<file path="src/rtl/sr_shift_out_pkg.sv">
// Shared types and defaults for the serial shift-out path.
// The controller uses the same word-size defaults.
package sr_shift_out_pkg;

  typedef enum logic [1:0] {
    IDLE     = 2'd0,
    SHIFT_LO = 2'd1,
    SHIFT_HI = 2'd2,
    LATCH    = 2'd3
  } sr_state_t;

  localparam int DEFAULT_WIDTH   = 8;
  localparam int DEFAULT_CLK_DIV = 2;

endpackage

</file>
<file path="src/rtl/sr_shift_out_phase_div.sv">
// Phase tick generator: o_tick marks the last cycle of each CLK_DIV-cycle phase.
// i_clear restarts the phase so every state entry gets a full phase.
module sr_phase_div #(
  parameter int CLK_DIV = 2
) (
  input  logic i_clk,
  input  logic i_rst,
  input  logic i_clear,
  input  logic i_en,
  output logic o_tick
);

  localparam int CW = $clog2(CLK_DIV + 1);
  localparam logic [CW-1:0] LAST = CW'(CLK_DIV - 1);

  logic [CW-1:0] r_cnt;
  logic          w_tick;

  assign w_tick = i_en && (r_cnt == LAST);
  assign o_tick = w_tick;

  always_ff @(posedge i_clk) begin
    if (i_rst || i_clear) begin
      r_cnt <= '0;
    end else if (i_en) begin
      if (w_tick) begin
        r_cnt <= '0;
      end else begin
        r_cnt <= r_cnt + CW'(1);
      end
    end
  end

endmodule

</file>
<file path="src/rtl/sr_shift_out.sv">
// Parallel-in serial-out driver for a 74HC595-style chain, with rclk latch pulse.
// Handshake: i_load / i_latch are single-cycle requests honoured only while o_busy=0.
module sr_shift_out
  import sr_shift_out_pkg::*;
#(
  parameter int WIDTH     = DEFAULT_WIDTH,
  parameter int CLK_DIV   = DEFAULT_CLK_DIV,
  parameter int MSB_FIRST = 1
) (
  input  logic             i_clk,
  input  logic             i_rst,
  input  logic [WIDTH-1:0] i_data,
  input  logic             i_load,
  input  logic             i_latch,
  output logic             o_busy,
  output logic             o_sdata,
  output logic             o_sclk,
  output logic             o_rclk
);

  localparam int BW = $clog2(WIDTH + 1);
  localparam logic [BW-1:0] LAST_BIT = BW'(WIDTH - 1);

  sr_state_t        r_state;
  sr_state_t        w_state_nxt;
  logic [BW-1:0]    r_bit_cnt;
  logic [BW-1:0]    w_bit_cnt_nxt;
  logic [WIDTH-1:0] r_shreg;
  logic [WIDTH-1:0] w_shreg_nxt;
  logic [WIDTH-1:0] w_shifted;
  logic             r_busy;
  logic             r_sdata;
  logic             r_sclk;
  logic             r_rclk;
  logic             w_busy_nxt;
  logic             w_sdata_nxt;
  logic             w_sclk_nxt;
  logic             w_rclk_nxt;
  logic             w_tick;
  logic             w_clear;
  logic             w_div_en;

  function automatic logic first_bit(input logic [WIDTH-1:0] w);
    return (MSB_FIRST != 0) ? w[WIDTH-1] : w[0];
  endfunction

  // Shift toward the end that is sent first so the next bit is always at that end.
  assign w_shifted = (MSB_FIRST != 0) ? {r_shreg[WIDTH-2:0], 1'b0}
                                      : {1'b0, r_shreg[WIDTH-1:1]};

  assign w_clear  = (w_state_nxt != r_state);
  assign w_div_en = (r_state != IDLE);

  sr_phase_div #(
    .CLK_DIV (CLK_DIV)
  ) u_phase_div (
    .i_clk   (i_clk),
    .i_rst   (i_rst),
    .i_clear (w_clear),
    .i_en    (w_div_en),
    .o_tick  (w_tick)
  );

  always_ff @(posedge i_clk) begin
    if (i_rst) begin
      r_state   <= IDLE;
      r_bit_cnt <= '0;
      r_shreg   <= '0;
      r_busy    <= 1'b0;
      r_sdata   <= 1'b0;
      r_sclk    <= 1'b0;
      r_rclk    <= 1'b0;
    end else begin
      r_state   <= w_state_nxt;
      r_bit_cnt <= w_bit_cnt_nxt;
      r_shreg   <= w_shreg_nxt;
      r_busy    <= w_busy_nxt;
      r_sdata   <= w_sdata_nxt;
      r_sclk    <= w_sclk_nxt;
      r_rclk    <= w_rclk_nxt;
    end
  end

  always_comb begin
    w_state_nxt   = r_state;
    w_bit_cnt_nxt = r_bit_cnt;
    w_shreg_nxt   = r_shreg;
    w_busy_nxt    = r_busy;
    w_sdata_nxt   = r_sdata;
    w_sclk_nxt    = r_sclk;
    w_rclk_nxt    = r_rclk;
    case (r_state)
      IDLE: begin
        if (i_latch) begin
          // Latch wins over a simultaneous load; the load is dropped.
          w_state_nxt   = LATCH;
          w_bit_cnt_nxt = '0;
          w_busy_nxt    = 1'b1;
          w_rclk_nxt    = 1'b1;
          w_sclk_nxt    = 1'b0;
          w_sdata_nxt   = 1'b0;
        end else if (i_load) begin
          w_state_nxt   = SHIFT_LO;
          w_bit_cnt_nxt = '0;
          w_shreg_nxt   = i_data;
          w_busy_nxt    = 1'b1;
          w_sclk_nxt    = 1'b0;
          w_sdata_nxt   = first_bit(i_data);
        end
      end
      SHIFT_LO: begin
        if (w_tick) begin
          w_state_nxt = SHIFT_HI;
          w_sclk_nxt  = 1'b1;
        end
      end
      SHIFT_HI: begin
        if (w_tick) begin
          w_sclk_nxt = 1'b0;
          if (r_bit_cnt == LAST_BIT) begin
            w_state_nxt   = IDLE;
            w_bit_cnt_nxt = '0;
            w_shreg_nxt   = '0;
            w_sdata_nxt   = 1'b0;
            w_busy_nxt    = 1'b0;
          end else begin
            w_state_nxt   = SHIFT_LO;
            w_bit_cnt_nxt = r_bit_cnt + BW'(1);
            w_shreg_nxt   = w_shifted;
            w_sdata_nxt   = first_bit(w_shifted);
          end
        end
      end
      LATCH: begin
        // Two divider phases make up the 2*CLK_DIV-cycle rclk pulse.
        if (w_tick) begin
          if (r_bit_cnt == BW'(1)) begin
            w_state_nxt   = IDLE;
            w_bit_cnt_nxt = '0;
            w_rclk_nxt    = 1'b0;
            w_busy_nxt    = 1'b0;
          end else begin
            w_bit_cnt_nxt = r_bit_cnt + BW'(1);
          end
        end
      end
      default: begin
        w_state_nxt   = IDLE;
        w_bit_cnt_nxt = '0;
        w_shreg_nxt   = '0;
        w_busy_nxt    = 1'b0;
        w_sdata_nxt   = 1'b0;
        w_sclk_nxt    = 1'b0;
        w_rclk_nxt    = 1'b0;
      end
    endcase
  end

  assign o_busy  = r_busy;
  assign o_sdata = r_sdata;
  assign o_sclk  = r_sclk;
  assign o_rclk  = r_rclk;

endmodule

</file>
<file path="config.mk">
export PLATFORM = sky130hd
export DESIGN_NAME = sr_shift_out
export DESIGN_NICKNAME = d
export VERILOG_FILES = /design/src/rtl/sr_shift_out_pkg.sv /design/src/rtl/sr_shift_out_phase_div.sv /design/src/rtl/sr_shift_out.sv
export SDC_FILE = /design/constraint.sdc
export NUM_CORES = 1
export LEC_CHECK = 0
export ABC_AREA = 1
export BUFFER_PORTS_ARGS = -buffer_cell sky130_fd_sc_hd__buf_2
export CORE_MARGIN = 4
export CORE_UTILIZATION = 49
export DETAILED_ROUTE_END_ITERATION = 10
export GPL_TIMING_DRIVEN = 1
export PLACE_DENSITY = 0.73
export SLEW_MARGIN = 30
export SYNTH_ARGS = -nofsm -noshare
export SYNTH_HDL_FRONTEND = slang
export SYNTH_SLANG_ARGS = --single-unit
</file>
<file path="constraint.sdc">
create_clock -name i_clk -period 1.47 [get_ports i_clk]
set_clock_uncertainty 0.15 [all_clocks]
set_input_delay 0.441 -clock i_clk [delete_from_list [all_inputs] [get_ports i_clk]]
set_output_delay 0.441 -clock i_clk [all_outputs]
set_load 0.02 [all_outputs]
</file>
==> results by group, run 1 <==
Detailed routing
  – Drt total wl: 2360 µm
  – Avg WL per Cell: 12.0 µm
  – DRT Pass-1 Iters: 4
  – DRC: 0
  – First DRT Iteration DRCs: 29
  – Via count: 1047
  – Final ANT Viol Nets: 0
  – Vias per inst: 5.34

Timing
  – Actual slew at the worst max-slew pin: 339 ps
  – Worst Setup Slack, final: 63.0 ps
  – Fin Setup TNS: 0 ps
  – Final Hold Vio Count: 0
  – Fin crit share: 95.7%
  – Final setup viols: 0
  – Tmin final: 1410 ps
  – RSZ-0062 raised after global routing: yes
  – Slew HR: 77.4%
  – Fin. max-slew vios: 0
  – F_max: 0.711 GHz

Worst hold path
  – Worst hold start: i_data[0]
  – Worst min-delay path class: input pin to flip-flop

GRT
  – All-layer global routing usage: 17.8%
  – Layer with the highest usage: met2
  – Gr ovfl total: 0
  – Largest net degree at the start of global routing: 12
  – Routing usage on met1: 21.6%
  – Global-route wire length before repair: 3710 µm
  – GR Util met3: 5.92%
  – Vias in the first global route: 881
  – Initial antenna violation count: 0
  – Met2 usage: 29.4%

Setup path
  – Crit end category: output port
  – CP Launch Point: o_rclk
  – Critical Path RT: 880 ps
  – Crit path largest cell delay: 350 ps
  – CP max FO: 2
  – Critical Path AT: 820 ps
  – Slowest cell on crit path: dfxtp_1
  – Crit path launch type: flip-flop
  – Delay-heaviest family, CP: flip-flops
  – Critical path, cell by cell: buf_2
  – Buf+Inv Stages, Crit Path: 1
  – Reg2Reg Launch Point: r_state[0]
  – WS Path Type: flip-flop to output port

Power
  – Peak VDD IR: 0.000627 V
  – LEAKAGE: 0.563 nW
  – Pwr/cell area: 1140 nW/µm²

Synthesis
  – Syn Std Cell Area: 1010 µm²
  – Yosys reg bits: 19
  – Synth Instances: 141
  – Synth warn: 0
  – Register area share after synthesis: 37.6%
  – Mapped Avg Cell Area: 7.17 µm²
  – Syn_nets: 155
  – Synth cell types: 21

Die
  – Number of core rows: 16
  – Die Width: 53.4 µm
  – Placeable Area: 1960 µm²
  – Die height: 53.4 µm
  – # IOs: 16
  – Initial Util: 51.5%
  – Die area: 2850 µm²

Clock tree
  – CTS root buf: clkbuf_4
  – CTS tree: done
  – CTS Buffer Depth: 2
  – Worst skew pair latency: 310 ps
  – CTS sink cnt: 19
  – H-tree depth: 1
  – Clk slew on worst S/H paths: 110 ps
  – TritonCTS Buffers: 3

Final layout
  – # diodes: 0
  – Area Overhead vs Synth: 31.9%
  – Fill cell count: 172
  – Final #Nets: 184
  – Most frequent cells in the layout: nand2_1, buf_2, a21oi_1
  – Commonest non-fill, non-tap cell in the layout: nand2_1
  – Layout cells sized above 1: 42.0%

Run status
  – Run status: complete, no violations

Placed design
  – Dpl ws: -35.4 ps
  – Gp weighted congestion: 0.835
  – PortBufs: 15
  – DP Wirelength: 1670 µm

Run
  – Max cap viols: 0
report_power, final:
part | switching, W | leakage, nW | internal [W]
registers | 0.0000507 | 0.159 | 0.000594
logic | 0.000372 | 0.386 | 0.000237
clock network | 0.000164 | 0.0177 | 0.000102
through the flow:
| stage | hold WS [ps] | cell area [µm²] | utilization (%) | total power [W] | std cells |
|---|---|---|---|---|---|
| finish | 220 | 1330 | 68.0 | 0.00152 | 196 |
| CTS | 242 | 1210 | 61.5 | 0.00140 | 194 |
| floorplan | 296 | 1010 | - | 0.000990 | 141 |
| global placement | 292 | 1180 | 59.9 | 0.00112 | 190 |
| detailed placement | 292 | 1180 | 59.9 | 0.00113 | 190 |
| global route | 216 | 1330 | 68.0 | 0.00162 | 196 |
cell type report:
type / count / area, µm² / area share (%)
clock buffers: 3 / 22.5 / 1.69
clock inverters: 1 / 5.00 / 0.375
inverters: 17 / 66.3 / 4.97
multi-input cells: 103 / 652 / 48.9
flip-flops and latches: 19 / 393 / 29.5
well taps: 27 / 33.8 / 2.53
repair buffers: 26 / 161 / 12.1
layer usage:
layer / wire (µm) / up-vias
met5: 0 / -
met2: 1180 / 34
met3: 190 / 4
li1: - / 523
met4: 23 / 0
met1: 962 / 486
path summary, 6_finish.rpt:
kind,end,slack (ps),cells past startpoint
max,o_rclk,60,1
max reg2reg,r_shreg[2],70,7
min,r_shreg[0],220,3
min reg2reg,o_sclk,300,2
repair_timing:
| item | in CTS | in global routing |
|---|---|---|
| setup endpoints to repair | 4 | 15 |
| pin swaps | 0 | 4 |
| setup buffers | 0 | 2 |
| gates resized for setup | 2 | 40 |
| hold buffers | 0 | 0 |
| cloned | 0 | 0 |
sequential cells by signal (all words and copies together) (netlist names):
register           flops
o_busy                 1
o_rclk                 1
o_sclk                 1
o_sdata                1
r_bit_cnt              4
r_shreg                7
r_state                2
u_phase_div.r_cnt      2
kinds of logic (layout without fill, tap and decap cells):
kind of cell | count (synthesis) | after routing | share of synthesized area, %
compound gates | 36 | 36 | 18.8
fa+ha+maj | 2 | 2 | 2.47
xor+xnor | 2 | 2 | 1.73
buf+inv | 19 | 47 | 7.43
simple gates | 63 | 63 | 31.9
flops | 19 | 19 | 37.6
Yosys cell counts:
| cell | number | share of area (%) |
|---|---|---|
| buf_4 | 1 | 0.74 |
| dfxtp_1 | 19 | 38 |
| o211ai_1 | 1 | 0.74 |
| nand3_2 | 3 | 3.0 |
| buf_1 | 1 | 0.37 |
| a31oi_1 | 2 | 1.2 |
| nor2_2 | 3 | 1.9 |
| nand2_1 | 26 | 9.7 |
| nor3_4 | 1 | 1.6 |
| ha_1 | 2 | 2.5 |
| o21ai_0 | 11 | 5.4 |
| inv_2 | 4 | 1.5 |
| nor2_8 | 1 | 2.0 |
| nand2_2 | 2 | 1.2 |
| xor2_1 | 2 | 1.7 |
| inv_1 | 13 | 4.8 |
| a21oi_1 | 20 | 9.9 |
| nor2_1 | 11 | 4.1 |
| a211oi_1 | 2 | 1.5 |
| nor2_4 | 1 | 1.1 |
| nand3_1 | 15 | 7.4 |
Note: power is estimated with default switching activity, not from simulation.
==> run 2: changes to the inputs <==
--- a/config.mk
+++ b/config.mk
@@ -7,11 +7,13 @@
 export LEC_CHECK = 0
 export ABC_AREA = 1
 export BUFFER_PORTS_ARGS = -buffer_cell sky130_fd_sc_hd__buf_2
+export CELL_PAD_IN_SITES_DETAIL_PLACEMENT = 1
+export CELL_PAD_IN_SITES_GLOBAL_PLACEMENT = 1
 export CORE_MARGIN = 4
-export CORE_UTILIZATION = 49
+export CORE_UTILIZATION = 35
 export DETAILED_ROUTE_END_ITERATION = 10
 export GPL_TIMING_DRIVEN = 1
-export PLACE_DENSITY = 0.73
+export PLACE_DENSITY_LB_ADDON = 0.1
 export SLEW_MARGIN = 30
 export SYNTH_ARGS = -nofsm -noshare
 export SYNTH_HDL_FRONTEND = slang
==> run 2 against run 1 <==
  * Worst hold slack gained 10 ps
  * Power up 3.8%
  * Non-clock buffer count rose by 6
  * Die area rose by 34%
  * First-iteration DRC count grew 24%
  * Critical endpoint is now o_busy
  * Flip-flop and latch count is the same
  * Setup slack worse by 21 ps
  * Combinational power is 7.6% higher
  * Routed wire length up 23%
  * Highest routed layer unchanged
==> results by group, run 2 (synthesis gave the netlist of run 1 again) <==
Run status
  – Run status: complete, no violations

Timing
  – Final Hold Vio Count: 0 (unchanged)
  – Worst Setup Slack, final: 41.8 ps (-21.2 ps)
  – Tmin final: 1430 ps (+21.2 ps)
  – Slew HR: 80.1% (+2.7 points)
  – Fin crit share: 97.2% (+1.4 points)
  – RSZ-0062 raised after global routing: yes
  – Hold WS: 231 ps (+10.2 ps)
  – Actual slew at the worst max-slew pin: 297 ps (-41.7 ps)
  – Fin. max-slew vios: 0 (unchanged)
  – Final setup viols: 0 (unchanged)
  – Fin Setup TNS: 0 ps (unchanged)
  – F_max: 0.700 GHz (-1.5%)

Clock tree
  – TritonCTS Buffers: 3 (unchanged)
  – CTS sink cnt: 19 (unchanged)
  – Clk slew on worst S/H paths: 120 ps (about the same)
  – CTS tree: done
  – H-tree depth: 1 (unchanged)
  – CTS root buf: clkbuf_4
  – CTS Buffer Depth: 2 (unchanged)
  – Worst skew pair latency: 300 ps (about the same)

Setup path
  – Delay-heaviest family, CP: simple AND/OR/NAND/NOR gates
  – Crit end category: flip-flop
  – Buf+Inv Stages, Crit Path: 1 (unchanged)
  – Crit path largest cell delay: 390 ps (+40 ps)
  – Critical Path RT: 1520 ps (+640 ps)
  – Register-to-Register Path Depth: 7 (unchanged)
  – Reg2Reg Launch Point: r_state[0]
  – Most used cell, CP: nor2_2
  – CP max FO: 5 (+3)
  – Critical Path AT: 1480 ps (+660 ps)
  – Crit path launch type: flip-flop
  – Critical path, cell by cell: buf_4 > nor2_2 > nand2_2 > nand3_4 > nor2_2 > o21ai_0 > a21oi_1
  – Reg2reg end: o_busy
  – Reg-to-reg setup timing slack: 40 ps (-30 ps)
  – Slowest cell on crit path: dfxtp_4
  – WS Path Type: flip-flop to flip-flop

Die
  – Die area: 3810 µm² (+34%)
  – Die height: 61.7 µm (+16%)
  – Initial Util: 36.7% (-15 points)
  – Number of core rows: 19 (+3)
  – # IOs: 16 (unchanged)
  – Placeable Area: 2760 µm² (+41%)
  – Die Width: 61.7 µm (+16%)

Placed design
  – Gp weighted congestion: 0.809 (-3.2%)
  – Dpl ws: -47.2 ps (-11.8 ps)
  – PortBufs: 15 (unchanged)
  – DP Wirelength: 2100 µm (+26%)

Final layout
  – Area Overhead vs Synth: 39.0%
  – Commonest non-fill, non-tap cell in the layout: nand2_1
  – Largest Register: r_shreg
  – Final #Nets: 190 (+3.3%)
  – # diodes: 0 (unchanged)
  – Max reg flops: 7 (unchanged)
  – Layout cells sized above 1: 45.7% (+3.7 points)
  – Most frequent cells in the layout: nand2_1, a21oi_1, buf_4
  – Largest regs: r_shreg (7), r_bit_cnt (4)

Detailed routing
  – Vias per inst: 5.11 (-4.3%)
  – Drt total wl: 2900 µm (+23%)
  – First DRT Iteration DRCs: 36 (+24%)
  – Final ANT Viol Nets: 0 (unchanged)
  – Avg WL per Cell: 14.1 µm (+17%)
  – DRC: 0 (unchanged)
  – Via count: 1053 (+0.57%)
  – DRT Pass-1 Iters: 4 (unchanged)

GRT
  – Global-route wire length before repair: 4780 µm (+29%)
  – Gr ovfl total: 0 (unchanged)
  – All-layer global routing usage: 16.8% (-1.0 points)
  – Vias in the first global route: 1059 (+20%)
  – Largest net degree at the start of global routing: 12 (unchanged)
  – Initial antenna violation count: 0 (unchanged)

Worst hold path
  – Worst Hold Depth: 3 (unchanged)
  – Worst Hold End: r_shreg[0]
  – Worst hold start: i_data[0]
  – Worst min-delay path class: input pin to flip-flop

Power
  – Peak VDD IR: 0.000592 V (-5.6%)
  – Pwr/cell area: 1120 nW/µm² (-1.4%)
  – LEAKAGE: 0.599 nW (+6.3%)

Run
  – Max cap viols: 0 (unchanged)
## run 2: area by class of cell
type	instances	area, µm²
Sequential cell	19	395
Multi-Input combinational cell	103	668
Clock inverter	1	5.00
Clock buffer	3	22.5
Timing Repair Buffer	32	206
Tap cell	31	38.8
Inverter	17	68.8
Fill cell	365	1350
## run 2: stage by stage
stage               util (%)  area, µm²  cells  total power, W
floorplan                  -       1010    141        0.000990
global placement        43.9       1210    198         0.00116
detailed placement      43.9       1210    198         0.00118
CTS                     45.3       1250    202         0.00147
global route            51.0       1410    206         0.00170
finish                  51.0       1410    206         0.00158
## run 2: how the worst max path moves through the flow
| stage | slack (ps) | depth (start not counted) | endpoint | startpoint |
|---|---|---|---|---|
| floorplan | 80 | 7 | o_busy | r_bit_cnt[0] |
| global placement | -2 | 7 | r_shreg[2] | i_latch |
| detailed placement | -50 | 10 | u_phase_div.r_cnt[1] | r_bit_cnt[1] |
| CTS | 7 | 10 | u_phase_div.r_cnt[1] | r_bit_cnt[1] |
| global route | -60 | 7 | o_sdata | r_state[0] |
| finish | 40 | 7 | o_busy | r_state[0] |
## run 2: power breakdown
part | switching [W] | leakage [nW] | internal [W] | total, W
combinational | 0.000392 | 0.422 | 0.000263 | 0.000655
clock | 0.000175 | 0.0177 | 0.000101 | 0.000277
sequential | 0.0000530 | 0.159 | 0.000592 | 0.000645
## run 2: what timing repair did
item | CTS | global route
buffers inserted | 0 | 4
pin swaps | 1 | 8
hold buffers | 0 | 0
gates resized for setup | 6 | 41
cloned | 0 | 0
endpoints found under the setup margin | 12 | 16
## run 2: layer usage
metal / track usage, % / part of all wire [%] / up-vias / wire, µm
met5: 0 / 0 / - / 0
met4: 5.45 / 1.2 / 0 / 34
met3: 3.10 / 2.9 / 4 / 85
met2: 27.2 / 50 / 12 / 1450
met1: 22.5 / 46 / 503 / 1320
li1: - / - / 534 / -
## run 2: worst min-delay path, delay by kind of cell
family | cells | cell delay [ps]
buffers and inverters | 1 | 100
AO/OA/AOI/OAI | 1 | 60
AND/OR/NAND/NOR | 1 | 50
==> run 3: changes to the inputs <==
--- a/config.mk
+++ b/config.mk
@@ -7,12 +7,14 @@
 export LEC_CHECK = 0
 export ABC_AREA = 1
 export BUFFER_PORTS_ARGS = -buffer_cell sky130_fd_sc_hd__buf_2
+export CAP_MARGIN = 10
 export CELL_PAD_IN_SITES_DETAIL_PLACEMENT = 1
 export CELL_PAD_IN_SITES_GLOBAL_PLACEMENT = 1
 export CORE_MARGIN = 4
 export CORE_UTILIZATION = 35
+export CTS_BUF_LIST = sky130_fd_sc_hd__clkbuf_16
 export DETAILED_ROUTE_END_ITERATION = 10
-export GPL_TIMING_DRIVEN = 1
+export GPL_TIMING_DRIVEN = 0
 export PLACE_DENSITY_LB_ADDON = 0.1
 export SLEW_MARGIN = 30
 export SYNTH_ARGS = -nofsm -noshare
==> run 3 against run 2 <==
  * Non-clock buffer count is 4 lower
  * Register-to-register slack got worse by 40 ps
  * Largest power group unchanged
  * Core utilization grew 2.5 points
  * Combinational power rose by 8.1%
  * First-iteration DRC count is 2.8% higher
  * Worst hold slack improved by 69 ps
  * Maximum frequency is 2.7% lower
  * Via count down 0.38%
  * Final cell count down 1.9%
  * Clock-buffer cell count unchanged
==> results by group, run 3 (synthesis gave the netlist of run 1 again) <==
Run status
  – Run status: complete, no violations

Die
  – Die area: 3810 µm² (unchanged)
  – Placeable Area: 2760 µm² (unchanged)
  – Die height: 61.7 µm (unchanged)
  – Number of core rows: 19 (unchanged)
  – Initial Util: 36.7% (unchanged)
  – Die Width: 61.7 µm (unchanged)
  – # IOs: 16 (unchanged)

Clock tree
  – H-tree depth: 1 (unchanged)
  – CTS Buffer Depth: 2 (unchanged)
  – CTS sink cnt: 19 (unchanged)
  – CTS root buf: clkbuf_16
  – CTS tree: done
  – TritonCTS Buffers: 3 (unchanged)
  – Worst skew pair latency: 250 ps (-50 ps)
  – Clk slew on worst S/H paths: 60 ps (-60 ps)

Setup path
  – Crit path launch type: flip-flop
  – Critical Path AT: 1510 ps (+30 ps)
  – Reg-to-reg setup timing slack: 3 ps (-40 ps)
  – CP max FO: 7 (+2)
  – Critical Path RT: 1510 ps (about the same)
  – WS Path Type: flip-flop to flip-flop
  – Crit end category: flip-flop

Worst hold path
  – Worst min-delay path class: input pin to flip-flop

Final layout
  – Area Overhead vs Synth: 45.8%
  – # diodes: 0 (unchanged)
  – Commonest non-fill, non-tap cell in the layout: nand2_1
  – Largest regs: r_shreg (7), r_bit_cnt (4)
  – Post-layout util: 53.4% (+2.5 points)
  – Max reg flops: 7 (unchanged)
  – Largest Register: r_shreg
  – Layout cells sized above 1: 42.1% (-3.6 points)
  – Final #Nets: 186 (-2.1%)
  – Most frequent cells in the layout: nand2_1, nand3_1, a21oi_1

Detailed routing
  – First DRT Iteration DRCs: 37 (+2.8%)
  – Final ANT Viol Nets: 0 (unchanged)
  – Avg WL per Cell: 15.5 µm (+10%)
  – Via count: 1049 (-0.38%)
  – Drt total wl: 3120 µm (+7.9%)
  – DRC: 0 (unchanged)
  – DRT Pass-1 Iters: 4 (unchanged)
  – Vias per inst: 5.19 (+1.6%)

GRT
  – Initial antenna violation count: 0 (unchanged)
  – All-layer global routing usage: 17.5% (+0.69 points)
  – Gr ovfl total: 0 (unchanged)
  – Largest net degree at the start of global routing: 12 (unchanged)
  – Vias in the first global route: 1072 (+1.2%)
  – Global-route wire length before repair: 4860 µm (+1.6%)

Run
  – Max cap viols: 0 (unchanged)

Placed design
  – DP Wirelength: 2000 µm (-4.7%)
  – Gp weighted congestion: 0.812 (+0.37%)
  – PortBufs: 14 (-1)

Timing
  – Final Hold Vio Count: 0 (unchanged)
  – Slew HR: 75.8% (-4.3 points)
  – F_max: 0.682 GHz (-2.7%)
  – Fin Setup TNS: 0 ps (unchanged)
  – RSZ-0062 raised after global routing: yes
  – Tmin final: 1470 ps (+38.9 ps)
  – Fin crit share: 99.8% (+2.6 points)
  – Fin. max-slew vios: 0 (unchanged)
  – Actual slew at the worst max-slew pin: 363 ps (+66.2 ps)
  – Final setup viols: 0 (unchanged)

Power
  – Overall power: 0.00193 W (+23%)
  – LEAKAGE: 0.613 nW (+2.5%)
  – Peak VDD IR: 0.000693 V (+17%)
  – Pwr/cell area: 1310 nW/µm² (+17%)
==> run 3: path summary, 6_finish.rpt <==
| check | from | end | cells after the start |
|---|---|---|---|
| max | r_state[0] | r_shreg[0] | 7 |
| min reg2reg | o_sclk | o_sclk | 2 |
| min | i_data[4] | r_shreg[4] | 3 |
| max reg2reg | r_state[0] | r_shreg[0] | 7 |
==> run 3: layer usage <==
layer	vias up	wire (µm)	part of all wire (%)	global-route usage, %
li1	532	-	-	-
met1	497	1330	43	20.8
met2	15	1650	53	30.3
met3	5	83	2.7	3.10
met4	0	55	1.8	8.18
met5	-	0	0	0
==> run 3: power breakdown <==
group | switching (W) | total [W] | internal [W]
registers | 0.0000575 | 0.000651 | 0.000594
logic | 0.000416 | 0.000708 | 0.000292
clock network | 0.000209 | 0.000574 | 0.000365
==> run 3: layout make-up <==
| type | count | area [µm²] |
|---|---|---|
| buffer | 2 | 20.0 |
| clock buffer | 3 | 75.1 |
| multi-input combinational | 103 | 687 |
| tap | 31 | 38.8 |
| inverter | 17 | 73.8 |
| clock inverter | 1 | 5.00 |
| sequential | 19 | 394 |
| fill | 351 | 1280 |
| timing repair buffer | 26 | 180 |
==> run 3: per-stage QoR <==
| stage | instances | hold WS (ps) | setup WS, ps | instance area [µm²] |
|---|---|---|---|---|
| after global placement | 186 | 296 | -125 | 1120 |
| after detailed placement | 186 | 299 | -152 | 1120 |
| after floorplan | 141 | 296 | 83.8 | 1010 |
| final | 202 | 299 | 2.93 | 1470 |
| after CTS | 194 | 298 | -14.5 | 1290 |
| after global routing | 202 | 316 | -116 | 1470 |
==> run 3: critical path, stage by stage (launching register included) <==
cell and delay, ps:
dfxtp_2 330, buf_8 140, inv_8 50, nand2_8 70
nor2_4 50, nor3_4 330, nand3_1 120, a21oi_1 150
==> run 3: repair_timing <==
action,in CTS,in global routing
hold buffers,0,0
gates resized for setup,19,39
setup endpoints to repair,14,16
pin swaps,5,14
buffers inserted,4,8
